File: src/rtl/compare_serial.sv
// Multi-cycle magnitude comparator: one 4-bit slice walks the operands MSB nibble first.
// Optional build macro COMPARE_SERIAL_EARLY_EXIT_EN stops at the first unequal nibble.

module compare_4bit (
  input  logic [3:0] a,
  input  logic [3:0] b,
  output logic       equal,
  output logic       blarger
);
  assign equal   = (a == b);
  assign blarger = (b > a);
endmodule

module compare_serial #(
  parameter int WIDTH = 32
) (
  input  logic             clk_i,
  input  logic             rst_i,
  input  logic             start_i,
  input  logic [WIDTH-1:0] a_i,
  input  logic [WIDTH-1:0] b_i,
  input  logic             unsigned_i,
  output logic             ready_o,
  output logic             busy_o,
  output logic             valid_o,
  output logic             equal_o,
  output logic             less_o
);
  localparam int NIB = WIDTH / 4;
  localparam int IW  = $clog2(NIB);
  localparam logic [IW-1:0] IDX_TOP = IW'(NIB - 1);

`ifdef COMPARE_SERIAL_EARLY_EXIT_EN
  localparam bit EARLY = 1'b1;
`else
  localparam bit EARLY = 1'b0;
`endif

  typedef enum logic [1:0] {IDLE, RUN, DONE} state_t;

  state_t           state;
  logic [WIDTH-1:0] a_q, b_q;
  logic [IW-1:0]    idx;
  logic             decided, eq_acc, lt_acc;
  logic [3:0]       a_nib, b_nib;
  logic             cmp_eq, cmp_bl;
  logic             nxt_decided, nxt_eq, nxt_lt, exit_now;
  logic [WIDTH-1:0] sign_flip;

  assign a_nib = a_q[{idx, 2'b00} +: 4];
  assign b_nib = b_q[{idx, 2'b00} +: 4];

  compare_4bit u_slice (
    .a       (a_nib),
    .b       (b_nib),
    .equal   (cmp_eq),
    .blarger (cmp_bl)
  );

  // Signed compare becomes unsigned once both sign bits are inverted (offset binary).
  assign sign_flip = {~unsigned_i, {(WIDTH-1){1'b0}}};

  always_comb begin
    nxt_decided = decided | ~cmp_eq;
    nxt_eq      = decided ? eq_acc : cmp_eq;
    nxt_lt      = decided ? lt_acc : (~cmp_eq & cmp_bl);
    exit_now    = (idx == '0) || (EARLY && !decided && !cmp_eq);
  end

  assign ready_o = (state == IDLE) || (state == DONE);
  assign busy_o  = (state == RUN);

  always_ff @(posedge clk_i) begin
    if (rst_i) begin
      state   <= IDLE;
      valid_o <= 1'b0;
      equal_o <= 1'b0;
      less_o  <= 1'b0;
      idx     <= IDX_TOP;
      decided <= 1'b0;
      eq_acc  <= 1'b0;
      lt_acc  <= 1'b0;
      a_q     <= '0;
      b_q     <= '0;
    end else begin
      valid_o <= 1'b0;
      case (state)
        IDLE, DONE: begin
          if (start_i) begin
            a_q     <= a_i ^ sign_flip;
            b_q     <= b_i ^ sign_flip;
            idx     <= IDX_TOP;
            decided <= 1'b0;
            eq_acc  <= 1'b1;
            lt_acc  <= 1'b0;
            state   <= RUN;
          end else begin
            state <= IDLE;
          end
        end
        RUN: begin
          decided <= nxt_decided;
          eq_acc  <= nxt_eq;
          lt_acc  <= nxt_lt;
          if (idx != '0) idx <= idx - IW'(1);
          if (exit_now) begin
            equal_o <= nxt_eq;
            less_o  <= nxt_lt;
            valid_o <= 1'b1;
            state   <= DONE;
          end
        end
        default: state <= IDLE;
      endcase
    end
  end
endmodule

File: config.mk
export PLATFORM = sky130hd
export DESIGN_NAME = compare_serial
export DESIGN_NICKNAME = d
export VERILOG_FILES = /design/src/rtl/compare_serial.sv
export SDC_FILE = /design/constraint.sdc
export NUM_CORES = 1
export LEC_CHECK = 0
export BUFFER_PORTS_ARGS = -buffer_cell sky130_fd_sc_hd__buf_4
export CAP_MARGIN = 20
export CORE_ASPECT_RATIO = 0.6
export CORE_MARGIN = 3
export CORE_UTILIZATION = 40
export DETAILED_ROUTE_END_ITERATION = 10
export MAX_ROUTING_LAYER = met4
export PLACE_DENSITY = 0.62
export SLEW_MARGIN = 10
export SYNTH_ARGS = -nofsm -noshare
export SYNTH_HDL_FRONTEND = slang
export SYNTH_HIERARCHICAL = 1
export SYNTH_SLANG_ARGS = --single-unit
File: constraint.sdc
create_clock -name clk_i -period 3.15 [get_ports clk_i]
set_clock_uncertainty 0.15 [all_clocks]
set_input_delay 0.1575 -clock clk_i [delete_from_list [all_inputs] [get_ports clk_i]]
set_output_delay 0.1575 -clock clk_i [all_outputs]
set_load 0.05 [all_outputs]
# Yosys cells after proc, flatten, opt, wreduce, memory -nomap -nowiden
# Cells that the tools add are included.
# word_totals
out_inout_bits	5
elab_cells	52
register_bits	75
input_bits	68
# classes
magnitude_cmp	1
shifts	2
n_eq_ne	6
muxes	14
reduce_logical	11
add_sub_neg	1
bitwise_logic	7
# ops
op	n
$shiftx 32x6->4	2
$xor 32x32->32	2
$mux 1	6
$mux 3	2
$pmux 1 s2	3
$pmux 3 s2	1
$reduce_and 2->1	3
$eq 4x4->1	1
$gt 4x4->1	1
$ne 2x1->1 const B	2
$pmux 2 s2	1
$reduce_or 2->1	2
$logic_not 3->1	1
$not 1->1	3
$reduce_and 3->1	1
$reduce_bool 3->1	1
$sub 3x1->3 const B	1
$eq 2x1->1 const B	1
$eq 2x2->1 const B	1
$logic_not 2->1	1
$mux 2	1
$ne 2x2->1 const B	1
$reduce_bool 2->1	1
$and 1x1->1	1
2 further kinds	2

# Depth between registers and ports, before layout
# Gate-level depths: netlist of run 1.
# depth
ltp_word	6
mapped_depth	11
depth_no_buf	9

# By module
# Netlist of run 1, hierarchy kept.
# by_module_without_submodules
mod	cells_per_inst	n_inst	area_per_inst_um2	seq_area_each_um2
compare_serial	361	1	3223.1	1501.4
compare_4bit	13	1	108.9	0.0

# Least setup slack after synthesis of run 1
# Ideal clock, no wire load.
# synth_path
path_type	reg-to-reg
startpoint	register idx[0]
endpoint	register less_o
arrival_time_ns	2.237
setup_time_ns	0.086
slack_ns	0.678
path_buffers	2
required_ns	2.914
path_stages_with_launch	11
synth_period_minus_slack_ns	2.472
path_cell_list	dfxtp_1 buf_6 buf_12 mux4_2 mux2_4 inv_1 ha_1 and4_1 a21oi_2 a22oi_1 a211oi_1
# synth_between
elab_chain_cells	5
elab_cells_between_ends	9
# synth_rtl
item	line	text
start: declaration	43	logic [IW-1:0] idx;
start signal: assignment	105	if (idx != '0) idx <= idx - IW'(1);
$shiftx 32x6->4	50	assign a_nib = a_q[{idx, 2'b00} +: 4];
named net a_nib[3]	45	logic [3:0] a_nib, b_nib;
$eq 4x4->1	10	assign equal = (a == b);
named net cmp_eq	46	logic cmp_eq, cmp_bl;
$not 1->1	66	nxt_lt = decided ? lt_acc : (~cmp_eq & cmp_bl);
$and 1x1->1	66	
$mux 1	66	
end signal: assignment	108	less_o <= nxt_lt;
end: declaration	27	output logic less_o
# The timed path passes the listed nets, and every way through them passes these cells.
# A chain may end at the register's enable or synchronous reset.

# Worst setup path in the final report of run 1
# layout_path
startpoint	register idx[1]
endpoint	register less_o
# layout_between
elab_chain_cells	5
elab_cells_between_ends	9
# layout_rtl
item	line	text
$shiftx 32x6->4	51	assign b_nib = b_q[{idx, 2'b00} +: 4];
named net b_nib[2]	45	
$eq 4x4->1	10	
named net cmp_eq	46	
$not 1->1	66	
$and 1x1->1	66	
$mux 1	66	
# The timed path passes the listed nets, and every way through them passes these cells.

==> results of run 1 <==
placed cells by master, fill, tap and decap left out, types with 2 or more instances in the layout:
cell type      instances
bufinv_16              3
nor2_1                 5
mux2_4                 4
xnor2_1                2
o21ai_0                4
a211oi_1               3
inv_1                 10
mux4_1                12
buf_4                 79
nor2b_1                4
dlygate4sd3_1         66
mux2_2                 4
nor3_1                 2
clkbuf_16              9
nand2_1              128
clkbuf_8               2
a21oi_1               65
mux4_2                 4
ha_1                   6
dfxtp_1               75
critical path, cell delays in order, from the launching register on:
cell	delay, ps
dfxtp_1	520
mux4_1	640
mux2_2	290
ha_1	310
and4_1	320
nor2_1	60
a22oi_1	210
a211oi_1	100
final timing paths:
path                                 to  slack (ps)
worst min-delay path            a_q[31]          10
worst max-delay path             less_o         400
worst max register to register   less_o         400
worst min register to register  a_q[13]         300
final cells by class:
type                    instances  area share
well taps                     108     0.02736
clock inverters                 4     0.01976
flip-flops and latches         75      0.3040
clock buffers                  11     0.05118
multi-input cells             261      0.3362
inverters                      10    0.007601
repair buffers                145      0.2539
state kept, by name (all words and copies together), names as in the netlist, 2 cells and up:
signal,flops
b_q,32
state,2
idx,3
a_q,32
kinds of logic (layout without fill, tap and decap cells):
logic type,after synthesis,in the layout
simple gates,149,149
flops,75,75
compound gates,79,79
xor+xnor,2,2
buf+inv,38,170
mux,25,25
fa+ha+maj,6,6
power groups by stage:
stage / combinational (mW) / sequential [mW] / clock [mW]
after floorplan: 0.223 / 1.04 / 0
after global placement: 0.320 / 1.06 / 0
after detailed placement: 0.330 / 1.06 / 0
after CTS: 0.397 / 1.04 / 1.23
after global routing: 0.444 / 1.05 / 1.26
final: 0.398 / 1.04 / 1.20
stage by stage:
stage / util / cells
finish: 0.6191 / 614
global route: 0.6191 / 614
CTS: 0.6191 / 614
detailed placement: 0.4924 / 533
global placement: 0.4924 / 533
floorplan: - / 374
routing by layer:
layer | track usage | vias to the layer above | part of all wire
met4 | 0.08066 | 0 | 0.022
li1 | - | 1525 | -
met5 | - | - | 0
met1 | 0.2803 | 1356 | 0.49
met2 | 0.2798 | 74 | 0.44
met3 | 0.06264 | 17 | 0.052
==> summary.txt, run 1 <==
Detail-routed net length per standard cell: 14.22 um
Worst-Margin Slew: 755.0 ps
Unique masters post-synth: 36
Standard-cell rows: 25
Cell taking the most area after synthesis: dfxtp_1
Most frequent cell after synthesis: nand2_1
DIE AREA: 9497 um2
Clock root cell: clkbuf_16
GRT overflow: 0
Post-synth EDFFs: 0
DP HPWL: 5557 um
RSZ-0062 raised after global routing: no
Period utilization: 0.8736
Final hold violations: 0
Initial drt markers: 203
IO Pins: 73
Die width: 123.8 um
Hold wc startpoint: start_i
Peak VDD IR: 287.2 uV
Post-synth top flop: dfxtp_1
DRC: 0
CTS Buf Count: 9
Pin count of the biggest net entering global routing: 74
Compound-Gate Fraction of Synth Area: 0.1281
Data required, critical path: 3190 ps
Layout cells sized above 1: 0.2213
Die Y: 76.70 um
Sw Ratio: 0.2287
Largest family of logic cells by synthesized area: simple AND/OR/NAND/NOR gates
Vias per inst: 4.840
Hold WC Path Type: in2reg
Logic pwr share: 0.151
Max capacitance violation total: 0
Simple-Gate Fraction of Synth Area: 0.1833
Reg area: 1501 um2
Worst r2r src: idx[1]
Crit path time final: 2752 ps
CP arrival: 2790 ps
Design area: 4938 um2
Fmax: 363.4 MHz
Register bit total from synthesis: 75
Asr flop ratio synth: 0
Synth top cells by count: nand2_1, dfxtp_1, a21oi_1, clkbuf_1, mux4_1
Final ANT Viol Nets: 0
First-pass GRT wire length: 14500 um
Setup Fix Bufs, Post-CTS: 0
Mean post-synth cell area: 8.909 um2
PortBufs: 72
Setup ws final: 398.0 ps
Critical path class: reg2reg
Initial core utilization: 0.4177
Number of H-tree levels: 3
Status: finished clean
CP Max Fanout: 8
Clock Latency Late Sink: 340 ps
Leak: 2.133 nW
Detailed-route via count: 2972
Final Routed Wirelength: 8730 um
Mapped cell area: 3332 um2
Sw Pwr: 604.0 uW
Final setup violation count: 0
Setup_tns: 0 ps
Initial antenna violation count: 0
Core ar.: 7976 um2
# fillers: 665
Area share of the largest cell type after synthesis: 0.4506
Final max-slew violation count: 0
R2R depth: 7
Area of the multi-input gates: 1660 um2
P_int: 2.037 mW
Clock Path Buffers: 2
Tot Pwr: 2.641 mW
Clock Sinks: 75
Crit path from: idx[1]
Area grow syn2layout: 48.22%
Yosys warning total: 6
Slew headroom: 0.4967
Post-synthesis mux area share: 0.1562
Synth top area cells: dfxtp_1, nand2_1, a21oi_1, mux4_1, mux4_2
Clk pwr share: 0.455
Flop pwr share: 0.394
Hold path depth: 4
Hold_buf cts: 66
Endpoint class of the critical path: flop
CP startpoint kind: flop
Vias in the first global route: 3001
Synth Area in Adders: 0.02253
CTS resizes: 0
Final GP Congestion: 0.7875
Total global-route track usage: 0.2041
Worst-path clk slew: 60 ps
Ant diodes: 0
Area of placed instances: 3928 um2
CTS tree: built
Number of nets in the layout: 576
Sequential-to-total area share from yosys stat: 0.4506
Pwr Density: 534.8 nW/um2
Hold WS: 13.99 ps
Xor/xnor cell area share of the yosys netlist: 0.005257
Net Count, Synth: 448
Mapped Cells: 374
Initial DRT Pass Iterations: 5
Place WS: 421.4 ps
No activity file was read; power rests on OpenSTA's default activity.
==> run 2: changes to the inputs <==
--- a/config.mk
+++ b/config.mk
@@ -11,6 +11,7 @@
 export CORE_MARGIN = 3
 export CORE_UTILIZATION = 40
 export DETAILED_ROUTE_END_ITERATION = 10
+export HOLD_SLACK_MARGIN = 0.12
 export MAX_ROUTING_LAYER = met4
 export PLACE_DENSITY = 0.62
 export SLEW_MARGIN = 10
==> constraint.sdc (replaced) <==
create_clock -name clk_i -period 2.82 [get_ports clk_i]
set_clock_uncertainty 0.15 [all_clocks]
set_input_delay 0.141 -clock clk_i [delete_from_list [all_inputs] [get_ports clk_i]]
set_output_delay 0.141 -clock clk_i [all_outputs]
set_load 0.05 [all_outputs]
==> run 2 against run 1 <==
Effect of this change: sequential power rose by 13%; first-iteration DRC count rose by 30%; worst setup slack got worse by 260 ps; final area rose by 6.2%; register-to-register slack got worse by 260 ps; via count rose by 4.7%; hold slack improved by 140 ps; sequential cell count did not move; routed wire length rose by 5.3%; final cell count rose by 5.2%; critical path type unchanged; largest power group unchanged.
==> summary.txt, run 2 (synthesized netlist as in run 1, its figures left out) <==
Status: finished clean
IO Pins: 73
Die width: 123.8 um
Critical path class: reg2reg
Final GP Congestion: 0.7870
Standard-cell rows: 25
CP startpoint kind: flop
Initial antenna violation count: 0
Largest regs: a_q: 32 flops, b_q: 32 flops, idx: 3 flops
Clock Latency Late Sink: 330 ps
CP cell instances: buf_12 -> mux4_1 -> mux2_2 -> ha_1 -> and4_1 -> nor2_1 -> a22oi_1 -> a211oi_1
CTS tree: built
Endpoint class of the critical path: flop
Sw Ratio: 0.2382
CTS Buf Count: 9
Max capacitance violation total: 0
Reg2reg end: less_o
CP arrival: 2740 ps
Layout cells sized above 1: 0.2119
Area grow syn2layout: 57.34%
Total global-route track usage: 0.2167
RSZ-0062 raised after global routing: no
Period utilization: 0.9506
WP buf/inv: 1
Core ar.: 7976 um2
R2R depth: 8
Clock Path Buffers: 2
Number of H-tree levels: 3
Crit path time final: 2681 ps
Setup_tns: 0 ps
Fmax: 373.1 MHz
CP peak stage delay: 590 ps
Vias per inst: 4.816
Peak VDD IR: 335.9 uV
Worst-path clk slew: 60 ps
P_int: 2.178 mW
PortBufs: 72
Critical path's slowest cell: mux4_1
FF-to-FF setup slack: 140 ps
Ant diodes: 0
Number of nets in the layout: 607
Flop pwr share: 0.408
Clk pwr share: 0.421
Pin count of the biggest net entering global routing: 48
Detail-routed net length per standard cell: 14.23 um
Leak: 2.316 nW
GRT overflow: 0
Vias in the first global route: 3133
Pwr Density: 545.5 nW/um2
Placed cells: 535
DRC: 0
Final Routed Wirelength: 9192 um
Initial drt markers: 264
Final max-slew violation count: 0
Most common cell after layout, fill and taps aside: nand2_1
Initial core utilization: 0.4177
Worst r2r src: idx[0]
Slew headroom: 0.5975
CP Max Fanout: 14
Worst-Margin Slew: 603.7 ps
Detailed-route via count: 3111
Final ANT Viol Nets: 0
Die Y: 76.70 um
# fillers: 636
Most frequent cells in the layout: nand2_1, dlygate4sd3_1, buf_4
Sw Pwr: 681.1 uW
Hold wc startpoint: start_i
DP HPWL: 5934 um
Final setup violation count: 0
First-pass GRT wire length: 15400 um
Hold EP: a_q[30]
Clock root cell: clkbuf_16
Finished Layout Cells: 646
Hold path depth: 4
Initial DRT Pass Iterations: 4
Final hold violations: 0
DIE AREA: 9497 um2
Logic pwr share: 0.172
Hold WC Path Type: in2reg
Clock Sinks: 75
Data required, critical path: 2880 ps
Cell family with most CP delay: multiplexers
==> run 2: cell types whose count changed in the layout (fill, tap and decap cells not counted), sizes merged <==
cell / before / now
dlygate4sd3: 66 / 95
clkinv: 0 / 2
buf: 79 / 81
bufinv: 3 / 2
==> run 2: tightest hold or removal path: stages <==
cell and delay, ps:
buf_4 120, nor2b_4 190, nand2_1 90, a21oi_1 50
==> run 2: worst max path at each step <==
stage	startpoint	endpoint	slack, ps	cells after the start
floorplan	idx[0]	less_o	350	10
global placement	idx[0]	less_o	240	9
detailed placement	idx[1]	less_o	150	9
CTS	idx[0]	less_o	130	8
global route	idx[0]	less_o	4	9
finish	idx[0]	less_o	140	8
==> run 2: metal layers <==
metal  GRT usage  up-vias  routed length [um]
li1            -     1596                   -
met1      0.3010     1434                4693
met2      0.3084       66                3955
met3     0.05969       15                 387
met4     0.06409        0                 155
met5           -        -                   0
==> run 2: cell type report <==
type,count,area [um2],area share
Clock buffer,11,232.7,0.04439
Clock inverter,5,77.57,0.01480
Inverter,10,37.54,0.007160
Multi-Input combinational cell,261,1660,0.3167
Sequential cell,75,1503,0.2866
Tap cell,108,135.1,0.02578
Timing Repair Buffer,176,1597,0.3045
==> run 2: repair_timing <==
action,in CTS,in global routing
resized for setup,0,1
setup buffers,0,0
hold buffers,95,0
endpoints found under the setup margin,0,1
hold endpoints to repair,66,0
==> run 2: stage by stage <==
| stage | power [mW] | hold slack [ps] | worst slack [ps] | utilization | cell area, um2 |
|---|---|---|---|---|---|
| floorplan | 1.416 | 127.0 | 347.8 | - | 3332 |
| detailed placement | 1.565 | 246.5 | 152.7 | 0.4990 | 3980 |
| finish | 2.860 | 154.7 | 139.4 | 0.6573 | 5243 |
| global placement | 1.555 | 243.6 | 235.6 | 0.4990 | 3980 |
| CTS | 2.868 | 151.3 | 132.7 | 0.6571 | 5241 |
| global route | 2.973 | 180.6 | 3.713 | 0.6573 | 5243 |
==> run 2: power groups by stage <==
stage	sequential (mW)	clock (mW)	combinational (mW)
finish	1.17	1.20	0.490
global route	1.17	1.26	0.543
global placement	1.19	0	0.368
detailed placement	1.19	0	0.379
CTS	1.16	1.22	0.488
floorplan	1.17	0	0.249
==> run 3: changes to the inputs <==
==> constraint.sdc (replaced) <==
create_clock -name clk_i -period 3.05 [get_ports clk_i]
set_clock_uncertainty 0.15 [all_clocks]
set_input_delay 0.1525 -clock clk_i [delete_from_list [all_inputs] [get_ports clk_i]]
set_output_delay 0.1525 -clock clk_i [all_outputs]
set_load 0.05 [all_outputs]
==> run 3 against run 2 <==
Effect of this change: sequential power is 8% lower; final area is 6.9% lower; sequential cell count stayed put; non-clock buffer count is 32 lower; critical path depth is 1 lower; routed wire length is 5.0% lower; final cell count is 5.0% lower; clock power is 16% lower; largest power group is now sequential cells.
==> summary.txt, run 3 (synthesized netlist as in run 1, its figures left out) <==
Initial DRT Pass Iterations: 4
Pwr Density: 511.1 nW/um2
Largest regs: a_q: 32 flops, b_q: 32 flops, idx: 3 flops
Number of H-tree levels: 3
Status: finished clean
Area grow syn2layout: 46.53%
Worst-Margin Slew: 739.6 ps
Core ar.: 7976 um2
Most frequent cells in the layout: nand2_1, buf_4, dfxtp_1
Data required, critical path: 3090 ps
Vias in the first global route: 2991
Hold WC Path Type: in2reg
DRC: 0
RSZ-0062 raised after global routing: no
Final setup violation count: 0
Most common cell after layout, fill and taps aside: nand2_1
CTS resizes: 0
Final Routed Wirelength: 8729 um
Peak VDD IR: 313.2 uV
Slew headroom: 0.5070
DIE AREA: 9497 um2
DP HPWL: 5915 um
Initial antenna violation count: 0
GRT overflow: 0
Setup Fix Bufs, Post-CTS: 0
Crit path time final: 2726 ps
Hold WS: 128.7 ps
Total global-route track usage: 0.2013
First-pass GRT wire length: 14260 um
Hold_buf cts: 66
Ant diodes: 0
Tot Pwr: 2.495 mW
Vias per inst: 4.888
CTS tree: built
PortBufs: 72
Die Y: 76.70 um
Period utilization: 0.8939
Finished Layout Cells: 614
Clock Path Buffers: 2
Initial core utilization: 0.4177
Detailed-route via count: 3001
Initial drt markers: 185
Placed cells: 532
CP startpoint kind: flop
Final GP Congestion: 0.7945
Detail-routed net length per standard cell: 14.22 um
Final max-slew violation count: 0
Final ANT Viol Nets: 0
Layout cells sized above 1: 0.2213
Die width: 123.8 um
Critical path class: reg2reg
Clock root cell: clkbuf_16
CP arrival: 2770 ps
IO Pins: 73
Final hold violations: 0
Setup_tns: 0 ps
Clock Sinks: 75
Clock Latency Late Sink: 340 ps
Leak: 2.098 nW
Endpoint class of the critical path: flop
CTS Buf Count: 9
Worst-path clk slew: 60 ps
Standard-cell rows: 25
Number of nets in the layout: 575
CP Max Fanout: 8
Fmax: 366.8 MHz
Max capacitance violation total: 0
Pin count of the biggest net entering global routing: 74
[run 3: changes by cell type in the layout (fill, tap and decap cells not counted)]
cell	delta
dlygate4sd3_1	-29
buf_12	-2
bufinv_16	-2
clkbuf_1	-2
clkbuf_8	+2
clkinvlp_4	+2
buf_4	-1
clkinv_2	-1
dfxtp_1	+1
dfxtp_2	-1
inv_6	+1
[run 3: worst max-delay path, stage by stage (launching register included)]
cell and delay [ps]:
dfxtp_1 530, mux4_1 600, mux2_2 290, ha_1 320, and4_1 310, nor2_1 60
a22oi_1 210, a211oi_1 110
[run 3: metrics by stage]
stage                       util  setup WS [ps]  instance area, um2
after detailed placement  0.4930          327.5                3933
after CTS                 0.6121          338.7                4882
after global routing      0.6121          149.0                4882
after global placement    0.4930          452.8                3933
final                     0.6121          323.5                4882
after floorplan                -          577.8                3332
[run 3: worst paths after layout]
check | depth (start not counted) | slack, ps | start | endpoint
setup / recovery | 7 | 320 | idx[1] | less_o
hold / removal | 4 | 130 | start_i | a_q[6]
setup reg to reg | 7 | 320 | idx[1] | less_o
hold reg to reg | 2 | 310 | b_q[4] | b_q[4]
[run 3: layer usage]
metal / routed length [um] / part of all wire / vias up / global-route usage
met5: 0 / 0 / - / -
met4: 141 / 0.016 / 0 / 0.06961
met3: 580 / 0.066 / 13 / 0.05527
met2: 3692 / 0.42 / 86 / 0.2819
met1: 4315 / 0.49 / 1379 / 0.2794
li1: - / - / 1523 / -
[run 3: cell type report]
cell class	count	area, um2
Clock buffer	11	252.7
Inverter	10	37.54
Timing Repair Buffer	144	1259
Multi-Input combinational cell	261	1660
Tap cell	108	135.1
Sequential cell	75	1501
Clock inverter	5	36.28
Fill cell	709	3094
[run 3: where the power goes]
| group | internal (mW) | switching (mW) |
|---|---|---|
| registers | 1.04 | 0.0395 |
| logic | 0.228 | 0.182 |
| clock network | 0.595 | 0.411 |
| total | 1.86 | 0.633 |
